### src/rtl/vga_axil_regfile_if.sv
// AXI4-Lite bus bundle between a master and the VGA register file.
// Master drives AW/W/AR payloads and B/R ready; slave drives the rest.
interface vga_axil_regfile_if #(
  parameter int unsigned ADDR_W = 32,
  parameter int unsigned DATA_W = 32
);
  localparam int unsigned STRB_W = DATA_W / 8;

  logic [ADDR_W-1:0] awaddr;
  logic              awvalid;
  logic              awready;
  logic [DATA_W-1:0] wdata;
  logic [STRB_W-1:0] wstrb;
  logic              wvalid;
  logic              wready;
  logic [1:0]        bresp;
  logic              bvalid;
  logic              bready;
  logic [ADDR_W-1:0] araddr;
  logic              arvalid;
  logic              arready;
  logic [DATA_W-1:0] rdata;
  logic [1:0]        rresp;
  logic              rvalid;
  logic              rready;

  modport master (
    output awaddr, awvalid, wdata, wstrb, wvalid, bready, araddr, arvalid, rready,
    input  awready, wready, bresp, bvalid, arready, rdata, rresp, rvalid
  );

  modport slave (
    input  awaddr, awvalid, wdata, wstrb, wvalid, bready, araddr, arvalid, rready,
    output awready, wready, bresp, bvalid, arready, rdata, rresp, rvalid
  );
endinterface

### src/rtl/vga_axil_regfile.sv
// AXI4-Lite slave register file holding VGA timing/colour configuration.
// AW and W are captured in independent one-entry slots and may arrive in any
// order; a same-cycle handshake bypasses the slot so B follows one cycle later.
// Optional macro VGA_AXIL_REGFILE_WR_PULSE_EN adds a one-cycle per-register
// write strobe output wr_pulse_o.
module vga_axil_regfile #(
  parameter int unsigned          ADDR_W    = 32,
  parameter int unsigned          DATA_W    = 32,
  parameter int unsigned          NUM_REGS  = 8,
  parameter logic [ADDR_W-1:0]    BASE_ADDR = '0,
  parameter logic [DATA_W-1:0]    RESET_VAL = '0
) (
  input  logic                         clk,
  input  logic                         arst,
  vga_axil_regfile_if.slave            bus,
  output logic [NUM_REGS*DATA_W-1:0]   regs_o
`ifdef VGA_AXIL_REGFILE_WR_PULSE_EN
  ,
  output logic [NUM_REGS-1:0]          wr_pulse_o
`endif
);

  localparam int unsigned STRB_W = DATA_W / 8;
  localparam int unsigned LSB    = $clog2(STRB_W);
  localparam int unsigned IDX_W  = (NUM_REGS > 1) ? $clog2(NUM_REGS) : 1;

  localparam logic [1:0] RESP_OKAY   = 2'b00;
  localparam logic [1:0] RESP_SLVERR = 2'b10;

  // Register array and handshake state
  logic [DATA_W-1:0] regs_q [NUM_REGS];
  logic [DATA_W-1:0] regs_d [NUM_REGS];

  logic              aw_full_q, aw_full_d;
  logic [ADDR_W-1:0] aw_addr_q, aw_addr_d;
  logic              w_full_q,  w_full_d;
  logic [DATA_W-1:0] w_data_q,  w_data_d;
  logic [STRB_W-1:0] w_strb_q,  w_strb_d;

  logic              bvalid_q, bvalid_d;
  logic [1:0]        bresp_q,  bresp_d;
  logic              rvalid_q, rvalid_d;
  logic [1:0]        rresp_q,  rresp_d;
  logic [DATA_W-1:0] rdata_q,  rdata_d;

`ifdef VGA_AXIL_REGFILE_WR_PULSE_EN
  logic [NUM_REGS-1:0] wr_pulse_q, wr_pulse_d;
`endif

  // Address relative to BASE_ADDR with a borrow bit flagging addr < BASE_ADDR
  function automatic logic [ADDR_W:0] rel_addr(input logic [ADDR_W-1:0] a);
    return {1'b0, a} - {1'b0, BASE_ADDR};
  endfunction

  logic              aw_hs, w_hs, ar_hs;
  logic              aw_avail, w_avail, commit;
  logic [ADDR_W-1:0] cur_awaddr;
  logic [DATA_W-1:0] cur_wdata;
  logic [STRB_W-1:0] cur_wstrb;
  logic [ADDR_W:0]   wr_rel, rd_rel;
  logic [ADDR_W-1:0] wr_word, rd_word;
  logic              wr_err, rd_err;
  logic [IDX_W-1:0]  wr_idx, rd_idx;

  // Ready outputs held low while reset is asserted
  assign bus.awready = !arst && !aw_full_q;
  assign bus.wready  = !arst && !w_full_q;
  assign bus.arready = !arst && (!rvalid_q || bus.rready);

  assign bus.bvalid = bvalid_q;
  assign bus.bresp  = bresp_q;
  assign bus.rvalid = rvalid_q;
  assign bus.rresp  = rresp_q;
  assign bus.rdata  = rdata_q;

`ifdef VGA_AXIL_REGFILE_WR_PULSE_EN
  assign wr_pulse_o = wr_pulse_q;
`endif

  // Flatten the register array onto the configuration bus
  always_comb begin
    regs_o = '0;
    for (int unsigned i = 0; i < NUM_REGS; i++) begin
      regs_o[i*DATA_W +: DATA_W] = regs_q[i];
    end
  end

  // Handshakes, decode, write commit and read response next-state
  always_comb begin
    aw_hs = bus.awvalid && bus.awready;
    w_hs  = bus.wvalid  && bus.wready;
    ar_hs = bus.arvalid && bus.arready;

    aw_avail   = aw_full_q || aw_hs;
    w_avail    = w_full_q  || w_hs;
    cur_awaddr = aw_full_q ? aw_addr_q : bus.awaddr;
    cur_wdata  = w_full_q  ? w_data_q  : bus.wdata;
    cur_wstrb  = w_full_q  ? w_strb_q  : bus.wstrb;
    commit     = aw_avail && w_avail && (!bvalid_q || bus.bready);

    wr_rel  = rel_addr(cur_awaddr);
    wr_word = wr_rel[ADDR_W-1:0] >> LSB;
    wr_err  = wr_rel[ADDR_W] || (wr_word >= ADDR_W'(NUM_REGS));
    wr_idx  = IDX_W'(wr_word);

    rd_rel  = rel_addr(bus.araddr);
    rd_word = rd_rel[ADDR_W-1:0] >> LSB;
    rd_err  = rd_rel[ADDR_W] || (rd_word >= ADDR_W'(NUM_REGS));
    rd_idx  = IDX_W'(rd_word);

    regs_d    = regs_q;
    aw_full_d = commit ? 1'b0 : aw_avail;
    aw_addr_d = aw_hs ? bus.awaddr : aw_addr_q;
    w_full_d  = commit ? 1'b0 : w_avail;
    w_data_d  = w_hs ? bus.wdata : w_data_q;
    w_strb_d  = w_hs ? bus.wstrb : w_strb_q;
    bvalid_d  = bvalid_q && !bus.bready;
    bresp_d   = bresp_q;
    rvalid_d  = rvalid_q && !bus.rready;
    rresp_d   = rresp_q;
    rdata_d   = rdata_q;
`ifdef VGA_AXIL_REGFILE_WR_PULSE_EN
    wr_pulse_d = '0;
`endif

    if (commit) begin
      bvalid_d = 1'b1;
      bresp_d  = wr_err ? RESP_SLVERR : RESP_OKAY;
      if (!wr_err) begin
        for (int unsigned b = 0; b < STRB_W; b++) begin
          if (cur_wstrb[b]) begin
            regs_d[wr_idx][b*8 +: 8] = cur_wdata[b*8 +: 8];
          end
        end
`ifdef VGA_AXIL_REGFILE_WR_PULSE_EN
        if (|cur_wstrb) begin
          wr_pulse_d[wr_idx] = 1'b1;
        end
`endif
      end
    end

    // Reads sample regs_q, so a same-edge write is not visible yet
    if (ar_hs) begin
      rvalid_d = 1'b1;
      rresp_d  = rd_err ? RESP_SLVERR : RESP_OKAY;
      rdata_d  = rd_err ? '0 : regs_q[rd_idx];
    end
  end

  // State registers
  always_ff @(posedge clk or posedge arst) begin
    if (arst) begin
      for (int unsigned i = 0; i < NUM_REGS; i++) begin
        regs_q[i] <= RESET_VAL;
      end
      aw_full_q <= 1'b0;
      aw_addr_q <= '0;
      w_full_q  <= 1'b0;
      w_data_q  <= '0;
      w_strb_q  <= '0;
      bvalid_q  <= 1'b0;
      bresp_q   <= RESP_OKAY;
      rvalid_q  <= 1'b0;
      rresp_q   <= RESP_OKAY;
      rdata_q   <= '0;
`ifdef VGA_AXIL_REGFILE_WR_PULSE_EN
      wr_pulse_q <= '0;
`endif
    end else begin
      regs_q    <= regs_d;
      aw_full_q <= aw_full_d;
      aw_addr_q <= aw_addr_d;
      w_full_q  <= w_full_d;
      w_data_q  <= w_data_d;
      w_strb_q  <= w_strb_d;
      bvalid_q  <= bvalid_d;
      bresp_q   <= bresp_d;
      rvalid_q  <= rvalid_d;
      rresp_q   <= rresp_d;
      rdata_q   <= rdata_d;
`ifdef VGA_AXIL_REGFILE_WR_PULSE_EN
      wr_pulse_q <= wr_pulse_d;
`endif
    end
  end

endmodule

### src/flat_wrapper.sv
// flat-port wrapper written by rule: the top's interface ports become plain ports
module vga_axil_regfile_flat 
#(
  parameter int unsigned          ADDR_W    = 32,
  parameter int unsigned          DATA_W    = 32,
  parameter int unsigned          NUM_REGS  = 8,
  parameter logic [ADDR_W-1:0]    BASE_ADDR = '0,
  parameter logic [DATA_W-1:0]    RESET_VAL = '0
)
  (clk, arst, regs_o, bus_awaddr, bus_awvalid, bus_wdata, bus_wstrb, bus_wvalid, bus_bready, bus_araddr, bus_arvalid, bus_rready, bus_awready, bus_wready, bus_bresp, bus_bvalid, bus_arready, bus_rdata, bus_rresp, bus_rvalid);
  vga_axil_regfile_if #(.ADDR_W(ADDR_W), .DATA_W(DATA_W)) bus_i ();
  input  logic clk;
  input  logic arst;
  output logic [NUM_REGS*DATA_W-1:0] regs_o;
  input wire logic [$bits(bus_i.awaddr)-1:0] bus_awaddr;
  input wire logic [$bits(bus_i.awvalid)-1:0] bus_awvalid;
  input wire logic [$bits(bus_i.wdata)-1:0] bus_wdata;
  input wire logic [$bits(bus_i.wstrb)-1:0] bus_wstrb;
  input wire logic [$bits(bus_i.wvalid)-1:0] bus_wvalid;
  input wire logic [$bits(bus_i.bready)-1:0] bus_bready;
  input wire logic [$bits(bus_i.araddr)-1:0] bus_araddr;
  input wire logic [$bits(bus_i.arvalid)-1:0] bus_arvalid;
  input wire logic [$bits(bus_i.rready)-1:0] bus_rready;
  output wire logic [$bits(bus_i.awready)-1:0] bus_awready;
  output wire logic [$bits(bus_i.wready)-1:0] bus_wready;
  output wire logic [$bits(bus_i.bresp)-1:0] bus_bresp;
  output wire logic [$bits(bus_i.bvalid)-1:0] bus_bvalid;
  output wire logic [$bits(bus_i.arready)-1:0] bus_arready;
  output wire logic [$bits(bus_i.rdata)-1:0] bus_rdata;
  output wire logic [$bits(bus_i.rresp)-1:0] bus_rresp;
  output wire logic [$bits(bus_i.rvalid)-1:0] bus_rvalid;
  assign bus_i.awaddr = bus_awaddr;
  assign bus_i.awvalid = bus_awvalid;
  assign bus_i.wdata = bus_wdata;
  assign bus_i.wstrb = bus_wstrb;
  assign bus_i.wvalid = bus_wvalid;
  assign bus_i.bready = bus_bready;
  assign bus_i.araddr = bus_araddr;
  assign bus_i.arvalid = bus_arvalid;
  assign bus_i.rready = bus_rready;
  assign bus_awready = bus_i.awready;
  assign bus_wready = bus_i.wready;
  assign bus_bresp = bus_i.bresp;
  assign bus_bvalid = bus_i.bvalid;
  assign bus_arready = bus_i.arready;
  assign bus_rdata = bus_i.rdata;
  assign bus_rresp = bus_i.rresp;
  assign bus_rvalid = bus_i.rvalid;
  vga_axil_regfile #(.ADDR_W(ADDR_W), .DATA_W(DATA_W), .NUM_REGS(NUM_REGS), .BASE_ADDR(BASE_ADDR), .RESET_VAL(RESET_VAL)) u_core (.clk(clk), .arst(arst), .bus(bus_i), .regs_o(regs_o));
endmodule
### config.mk
export PLATFORM = sky130hd
export DESIGN_NAME = vga_axil_regfile_flat
export DESIGN_NICKNAME = d
export VERILOG_FILES = /design/src/rtl/vga_axil_regfile_if.sv /design/src/rtl/vga_axil_regfile.sv /design/src/flat_wrapper.sv
export SDC_FILE = /design/constraint.sdc
export NUM_CORES = 1
export LEC_CHECK = 0
export CAP_MARGIN = 30
export CORE_ASPECT_RATIO = 0.6
export CORE_UTILIZATION = 30
export DETAILED_ROUTE_END_ITERATION = 12
export REMOVE_ABC_BUFFERS = 1
export SYNTH_ARGS = -nofsm -noshare
export SYNTH_HDL_FRONTEND = slang
export SYNTH_SLANG_ARGS = --single-unit
### constraint.sdc
create_clock -name clk -period 14.05 [get_ports clk]
set_input_delay 1.405 -clock clk [delete_from_list [all_inputs] [get_ports clk]]
set_output_delay 1.405 -clock clk [all_outputs]
set_load 0.03 [all_outputs]
==> flow_summary.yaml, run 1 <==
critical_path:
  endpoint_kind: "primary output"
  critical_path.endpoint: "bus_arready"
  crit_type: "in2out"
  rr_endpoint: "u_core.regs_o[5]"
  worst_ep_required_time_ns: 12.65
  reg2reg_depth: 6
  r2r_start: "u_core.aw_full_q"
  critPathLaunch: "arst"
  critPathMaxFanout: 44
  cp.arrival_ns: 3.31
  startpoint_type: "input port"
  rrSetupSlack_ns: 10.25
logic_synthesis:
  syn_area_sq_um: 16400
  synth_edf_count: 0
  synth_cell_type_count: 31
  async_flop_share: 1.00
  synthCells: 1038
  yosys_warnings: 0
  avgSynthCellArea_sq_um: 15.8
  seq_area_frac_synth: 0.548
  synth-main-ff-cell: "dfrtp_1"
  ys_ff_latch: 360
timing:
  slew_headroom: 0.380
  tightest_slew_ns: 0.930
  hold_violations: 0
  final.setup_skew_ns: 0.0239
  finalCritPeriodShare: 0.336
  layout_min_cycle_time_ns: 4.72
  setup_violations: 0
  maxSlewViolCount: 0
  rsz0062_at_grt: "false"
  max_freq_mhz: 212
  fin_setup_tns_ns: 0
grt:
  grt-ovfl-total: 0
  top_usage_layer: "met2"
  grt_pass1_vias: 11500
  grt_pass1_wl_um: 78300
  grt_max_degree: 71
  met3_usage: 0.0432
  met1_usage: 0.258
  grtUsageMet2: 0.312
  grt_use_total: 0.190
  antenna_found_initial: 1
clock_network:
  hold_buffers: 0
  cts_resized: 0
  clock_insertion_delay_worst_skew_ns: 0.55
  htreeDepth: 2
  clockRootBuffer: "clkbuf_16"
  clockBufferDepth: 3
  postCtsSetupBuffers: 0
  clkTransAtPathRegs_ns: 0.06
  cts_buffers: 40
  cts_tree: "done"
  cts_num_sinks: 360
power:
  p_leak_nw: 9.99
  switching_share: 0.296
  ir_worst_vdd_mv: 0.0829
  power_frac_clock: 0.370
  p_int_w: 0.00192
  pwr-share-seq: 0.439
  power.density_nw_per_um2: 121
  netSwitchingPower_w: 0.000809
  combPwrFrac: 0.192
die:
  die_w_um: 304
  dieArea_sq_um: 55700
  die_y_um: 183
  ios: 404
  num_rows: 66
  core-area_sq_um: 54100
  initial_core_util: 0.304
route:
  firstDrtPassIters: 5
  drtAntennaViolNets: 0
  drc: 0
  post_drt_wl_per_cell_um: 24.1
  drt-total-wl_um: 52900
  drt_iter0_markers: 431
  vias: 10900
  avgViaCountPerCell: 4.98
final_layout:
  drive_above_1_share: 0.353
  layout.cells.non_filler: 2191
  areaGrowthSynthToFinish_pct: 36.8
  layout.nets: 1557
min_path:
  hp-class: "reg2reg"
place:
  port_buffers: 397
  globalplace.congestion: 0.782
  dp_cells: 2121
  place_hpwl_um: 35100
status:
  status: "completed"
job:
  drv_cap: 0
cell type report:
cell class | instances | area, sq um
flip-flops and latches | 360 | 9010
repair buffers | 417 | 4140
well taps | 714 | 893
diodes | 1 | 2.50
clock buffers | 56 | 1110
inverters | 4 | 22.5
clock inverters | 12 | 113
multi-input cells | 627 | 7190
fillers | 4956 | 31600
sequential cells by signal, indices dropped and copies added (netlist names):
signal	count
u_core.aw_full_q	1
u_core.bus.bresp	1
u_core.regs_o	256
u_core.w_full_q	1
u_core.bus.rresp	1
u_core.bus.rvalid	1
u_core.bus.rdata	32
u_core.w_data_q	32
u_core.w_strb_q	4
u_core.bus.bvalid	1
u_core.aw_addr_q	30
worst max-delay path, stage by stage:
cell	delay, ns
clkdlybuf4s50_1	0.58
inv_8	0.35
o21a_1	0.23
clkdlybuf4s50_1	0.69
routing by layer:
layer / wire length [um] / vias to the layer above
met5: 0 / -
met4: 843 / 0
met3: 3420 / 61
met2: 25200 / 313
met1: 23400 / 5748
li1: - / 4780
cells in the mapped netlist, drive strengths merged (3+ instances only):
cell      n  area share
a21oi     3     0.00091
buf      27      0.0088
clkbuf   21      0.0048
dfrtp   360        0.55
inv       4     0.00091
mux2    358        0.25
mux2i    32       0.020
mux4     64       0.088
nand2    39      0.0089
nand2b    6      0.0023
nand3     5      0.0015
nand4    33       0.039
nor2      9      0.0021
nor4     18      0.0069
o21ai    33       0.010
o22ai     9      0.0034
or2       3      0.0011
cell families after synthesis:
| group | count (synthesis) | synth area share |
|---|---|---|
| multiplexers | 454 | 0.353 |
| other | 1 | 0.000228 |
| buffers and inverters | 52 | 0.0145 |
| flip-flops | 360 | 0.548 |
| AND/OR/NAND/NOR | 122 | 0.0656 |
| AO/OA/AOI/OAI | 49 | 0.0185 |
stage by stage:
step / utilization / total power, W / hold slack, ns / worst slack, ns / area, sq um
2_1_floorplan: - / 0.00155 / 0.475 / 2.64 / 16200
3_3_place_gp: 0.391 / 0.00172 / 0.463 / 9.05 / 21200
3_5_place_dp: 0.392 / 0.00175 / 0.470 / 9.01 / 21200
4_1_cts: 0.415 / 0.00277 / 0.484 / 9.31 / 22400
5_1_grt: 0.415 / 0.00287 / 0.502 / 9.24 / 22500
6_report: 0.416 / 0.00273 / 0.476 / 9.33 / 22500
placed cells by master, fill, tap and decap left out, types with 2 or more instances in the layout:
cell,n
dfrtp_1,359
a221oi_4,2
nand3_1,5
clkdlybuf4s50_1,394
mux2i_1,32
mux2_1,20
mux2_2,338
clkbuf_8,5
nand2b_1,6
buf_4,22
nor2_1,9
inv_1,3
clkinv_2,4
conb_1,2
a21oi_1,3
nand2_1,38
clkbuf_1,11
nand4_1,4
nand4_4,29
nor4_1,18
or2_2,3
nor4b_1,2
clkbuf_16,40
nor2b_1,2
o21ai_0,33
mux4_2,64
clkinvlp_4,5
o22ai_1,9
power by group through the flow:
stage,clock network [W],registers (W),logic (W)
6_report,0.00101,0.00120,0.000523
5_1_grt,0.00108,0.00121,0.000572
4_1_cts,0.00104,0.00120,0.000532
3_5_place_dp,0,0.00122,0.000531
3_3_place_gp,0,0.00121,0.000508
2_1_floorplan,0,0.00122,0.000331
worst min path at each step:
stage / startpoint / endpoint / slack [ns] / cells after the start
floorplan: u_core.w_data_q[0] / u_core.w_data_q[0] / 0.48 / 1
global placement: u_core.bus.rdata[24] / u_core.bus.rdata[24] / 0.46 / 2
detailed placement: u_core.bus.rdata[18] / u_core.bus.rdata[18] / 0.47 / 2
CTS: u_core.bus.rdata[31] / u_core.bus.rdata[31] / 0.48 / 2
global route: u_core.bus.rdata[18] / u_core.bus.rdata[18] / 0.50 / 2
finish: u_core.bus.rdata[31] / u_core.bus.rdata[31] / 0.48 / 2
(Power assumes the default switching activity.)
==> run 2, diff against run 1 <==
==> constraint.sdc (replaced) <==
create_clock -name clk -period 4.85 [get_ports clk]
set_input_delay 0.485 -clock clk [delete_from_list [all_inputs] [get_ports clk]]
set_output_delay 0.485 -clock clk [all_outputs]
set_load 0.03 [all_outputs]
==> run 2 against run 1 <==
Effect of this change: via count grew 0.39%; first-iteration DRC count is 2.1% higher; die area is the same; design area grew 1.0%; critical path depth is 1 higher; clock skew rose by 0.0099 ns; clock power rose to 3.1 times the previous value; combinational power grew to 2.8 times the previous value; non-clock buffer count increased by 8; utilization is 0.43 points higher; sequential power grew to 2.9 times the previous value; hold slack worse by 0.020 ns.
==> flow_summary.yaml, run 2 (same netlist as run 1, synthesis figures left out) <==
status:
  status: "completed"
timing:
  finalCritPeriodShare: 0.764
  tightest_slew_ns: 1.08
  hold_violations: 0
  setup_violations: 0
  max_freq_mhz: 270
  maxSlewViolCount: 0
  whs_ns: 0.456
  slew_headroom: 0.280
  fin_setup_tns_ns: 0
  rsz0062_at_grt: "false"
  final.setup_skew_ns: 0.0338
  layout_min_cycle_time_ns: 3.71
critical_path:
  cp_slowest_cell: "a221oi_4"
  critPathMaxFanout: 13
  startpoint_type: "flop"
  crit_chain: "nor4b_1, nand3_1, a221oi_4, nand4_1, mux2_2"
  crit_family: "simple AND/OR/NAND/NOR gates"
  reg2reg_depth: 5
  worst-path-buf-inv: 0
  rr_endpoint: "u_core.regs_o[13]"
  cp.arrival_ns: 4.12
  worst_ep_required_time_ns: 5.26
  rrSetupSlack_ns: 1.14
  r2r_start: "u_core.aw_full_q"
  crit_type: "reg2reg"
  endpoint_kind: "flop"
  slowest_delay_ns: 0.96
min_path:
  hp-class: "in2async"
power:
  power.density_nw_per_um2: 358
  p_total_w: 0.00813
  p_leak_nw: 10.1
  ir_worst_vdd_mv: 0.252
final_layout:
  layout.nets: 1564
  final_common_cell: "clkdlybuf4s50_1"
  fill_cells: 4944
  areaGrowthSynthToFinish_pct: 38.3
  drive_above_1_share: 0.360
  final_cell_mix: "394 x clkdlybuf4s50_1, 359 x dfrtp_1, 338 x mux2_2"
  layout.cells.non_filler: 2202
  ff_latch_area_sq_um: 9010
  multi_input_area_sq_um: 7190
  largest_register_ffs: 256
  final_util: 0.420
route:
  firstDrtPassIters: 4
  drt_iter0_markers: 440
  avgViaCountPerCell: 4.97
  drt-total-wl_um: 53100
  route.met3.wl_um: 3330
  dr_wl_met2_um: 25100
  drtAntennaViolNets: 0
  highest_layer: "met4"
  routedLengthMet1_um: 24000
  post_drt_wl_per_cell_um: 24.1
  drc: 0
  vias: 10900
clock_network:
  hold_buffers: 0
  cts_tree: "done"
  htreeDepth: 2
  cts_resized: 0
  clock_insertion_delay_worst_skew_ns: 0.56
  cts_num_sinks: 360
  clockRootBuffer: "clkbuf_16"
  clkTransAtPathRegs_ns: 0.07
  cts_buffers: 39
  clockBufferDepth: 3
  postCtsSetupBuffers: 0
die:
  num_rows: 66
  initial_core_util: 0.304
  ios: 404
  die_w_um: 304
  dieArea_sq_um: 55700
  core-area_sq_um: 54100
  die_y_um: 183
place:
  globalplace.congestion: 0.789
  port_buffers: 397
  dp_cells: 2129
  place_hpwl_um: 35900
grt:
  grt_pass1_vias: 11300
  grt_pass1_wl_um: 78200
  grt-ovfl-total: 0
  grt_use_total: 0.189
  grt_max_degree: 71
  antenna_found_initial: 2
job:
  drv_cap: 0
-- run 2: cell count changes in the layout (fill, tap and decap cells not counted) --
| cell | previous run | this run |
|---|---|---|
| clkbuf_8 | 5 | 11 |
| buf_12 | 0 | 4 |
| buf_4 | 22 | 26 |
| clkbuf_1 | 11 | 7 |
| clkinvlp_4 | 5 | 2 |
| bufinv_16 | 1 | 3 |
| clkinv_2 | 4 | 3 |
| diode_2 | 1 | 2 |
| inv_6 | 1 | 2 |
| inv_8 | 1 | 2 |
-- run 2: area by class of cell --
class	count	share of cell area
Tap cell	714	0.0393
Inverter	4	0.000992
Clock inverter	12	0.00727
Multi-Input combinational cell	627	0.317
Sequential cell	360	0.397
Timing Repair Buffer	425	0.187
Clock buffer	58	0.0519
Antenna cell	2	0.000220
-- run 2: metal layers --
layer,up-vias,GRT usage
li1,4787,-
met1,5781,0.257
met2,312,0.309
met3,64,0.0480
met4,0,0.0327
met5,-,0
-- run 2: per-stage QoR --
stage / setup slack (ns) / area, sq um
6_report: 1.14 / 22700
5_1_grt: 0.833 / 22700
4_1_cts: 1.00 / 22700
3_5_place_dp: 0.772 / 21300
3_3_place_gp: 0.836 / 21300
2_1_floorplan: -5.64 / 16200
-- run 2: how the worst max path moves through the flow --
stage                     slack [ns]              from                   end  depth (start not counted)
after floorplan                -5.64              arst  u_core.aw_addr_q[10]                          1
after global placement          0.84    bus_awaddr[11]     u_core.regs_o[13]                          6
after detailed placement        0.77    bus_awaddr[11]      u_core.regs_o[8]                          6
after CTS                       1.00  u_core.aw_full_q      u_core.regs_o[8]                          5
after global routing            0.83  u_core.aw_full_q      u_core.regs_o[8]                          5
final                           1.14  u_core.aw_full_q     u_core.regs_o[13]                          5
-- run 2: where the power goes --
part | total, W | switching [W] | internal, W
registers | 0.00352 | 0.000219 | 0.00330
logic | 0.00147 | 0.000856 | 0.000616
clock network | 0.00314 | 0.00129 | 0.00185
==> run 3, diff against run 2 <==
==> constraint.sdc (replaced) <==
create_clock -name clk -period 3.3 [get_ports clk]
set_input_delay 0.33 -clock clk [delete_from_list [all_inputs] [get_ports clk]]
set_output_delay 0.33 -clock clk [all_outputs]
set_load 0.03 [all_outputs]
==> run 3 against run 2 <==
Effect of this change: hold slack lost 0.063 ns; power up 46%; die area stayed put; utilization about the same; sequential share of layout area is essentially flat; first-iteration DRC count fell by 14%; count of clock-buffer cells in the layout decreased by 2; via count rose by 0.32%; critical endpoint is now u_core.regs_o[57].
==> flow_summary.yaml, run 3 (same netlist as run 1, synthesis figures left out) <==
timing:
  final.setup_skew_ns: 0.0176
  rsz0062_at_grt: "false"
  timing.final.ws_setup_ns: 0.600
  setup_violations: 0
  layout_min_cycle_time_ns: 2.70
  fin_setup_tns_ns: 0
  whs_ns: 0.393
  finalCritPeriodShare: 0.818
  hold_violations: 0
  tightest_slew_ns: 0.889
  slew_headroom: 0.408
  max_freq_mhz: 370
  maxSlewViolCount: 0
critical_path:
  critPathMaxFanout: 33
  crit_type: "reg2reg"
  startpoint_type: "flop"
  worst-path-buf-inv: 1
  endpoint_kind: "flop"
  crit_chain: "nor4_1, nand3_1, a221oi_4, buf_12, nand4_4, mux2_1"
  worst_ep_required_time_ns: 3.71
  crit_family: "simple AND/OR/NAND/NOR gates"
  cp_slowest_cell: "dfrtp_1"
  cp.arrival_ns: 3.11
  slowest_delay_ns: 0.47
grt:
  antenna_found_initial: 2
  grt_pass1_wl_um: 78700
  grt_use_total: 0.190
  grt_max_degree: 130
  grt-ovfl-total: 0
  grt_pass1_vias: 11400
route:
  drtAntennaViolNets: 0
  drc: 0
  vias: 11000
  drt-total-wl_um: 53200
  avgViaCountPerCell: 4.98
  drt_iter0_markers: 380
  post_drt_wl_per_cell_um: 24.1
  firstDrtPassIters: 4
die:
  ios: 404
  initial_core_util: 0.304
  dieArea_sq_um: 55700
  core-area_sq_um: 54100
  die_y_um: 183
  num_rows: 66
  die_w_um: 304
clock_network:
  htreeDepth: 2
  cts_num_sinks: 360
  clock_insertion_delay_worst_skew_ns: 0.54
  clkTransAtPathRegs_ns: 0.06
  clockBufferDepth: 3
  postCtsSetupBuffers: 0
  clockRootBuffer: "clkbuf_16"
  cts_resized: 0
  cts_buffers: 39
  hold_buffers: 0
  cts_tree: "done"
power:
  p_leak_nw: 10.1
  pwr-share-seq: 0.431
  ir_worst_vdd_mv: 0.365
  p_int_w: 0.00846
  netSwitchingPower_w: 0.00344
  combPwrFrac: 0.189
  switching_share: 0.289
  power.density_nw_per_um2: 524
  power_frac_clock: 0.380
place:
  place_hpwl_um: 36100
  placed_area_sq_um: 21400
  dp_slack_ns: 0.327
  globalplace.congestion: 0.797
  port_buffers: 397
min_path:
  hp-class: "in2reg"
final_layout:
  largest_register_ffs: 256
  final_area_sq_um: 22700
  final_common_cell: "clkdlybuf4s50_1"
  layout.nets: 1568
  areaGrowthSynthToFinish_pct: 38.3
  drive_above_1_share: 0.359
  final_cell_mix: "394 x clkdlybuf4s50_1, 359 x dfrtp_1, 338 x mux2_2"
job:
  drv_cap: 0
status:
  status: "completed"
run 3: changes by cell type in the layout (fill, tap and decap cells not counted):
cell       previous run  this run
buf_16                1         0
inv_6                 2         1
clkbuf_8             11         5
bufinv_16             3         4
buf_4                26        28
clkbuf_1              7        11
buf_12                4         7
inv_8                 2         1
clkinv_4              0         1
clkinv_2              3         4
run 3: power groups by stage:
stage | logic (W) | clock network (W) | registers, W
2_1_floorplan | 0.00141 | 0 | 0.00517
3_3_place_gp | 0.00222 | 0 | 0.00518
3_5_place_dp | 0.00228 | 0 | 0.00521
4_1_cts | 0.00229 | 0.00467 | 0.00513
5_1_grt | 0.00245 | 0.00485 | 0.00519
6_report | 0.00225 | 0.00453 | 0.00513
run 3: layer usage:
metal,global-route usage,wire [um]
met1,0.260,24100
met5,0,0
met3,0.0443,3110
met2,0.310,25300
met4,0.0329,747
run 3: final timing paths:
kind                                      startpoint                    to  slack, ns  cells after the start
min in group asynchronous                       arst     u_core.regs_o[98]       0.56                      3
worst max register to register      u_core.aw_full_q     u_core.regs_o[57]       0.60                      6
worst max-delay path                u_core.aw_full_q     u_core.regs_o[57]       0.60                      6
worst min-delay path                      bus_rready     u_core.bus.rvalid       0.39                      2
max in group asynchronous                       arst       u_core.w_full_q       1.34                      4
worst min register to register  u_core.bus.rdata[12]  u_core.bus.rdata[12]       0.48                      2
run 3: per-stage QoR:
step	instances	util	power [W]
2_1_floorplan	991	-	0.00658
3_3_place_gp	2134	0.396	0.00740
3_5_place_dp	2134	0.396	0.00749
4_1_cts	2203	0.420	0.0121
5_1_grt	2204	0.420	0.0125
6_report	2205	0.420	0.0119
run 3: cell type report:
type	count	area, sq um
diodes	2	5.00
clock buffers	56	1110
clock inverters	13	189
fillers	5000	31400
inverters	4	22.5
multi-input cells	627	7190
flip-flops and latches	360	9010
well taps	714	893
repair buffers	429	4290
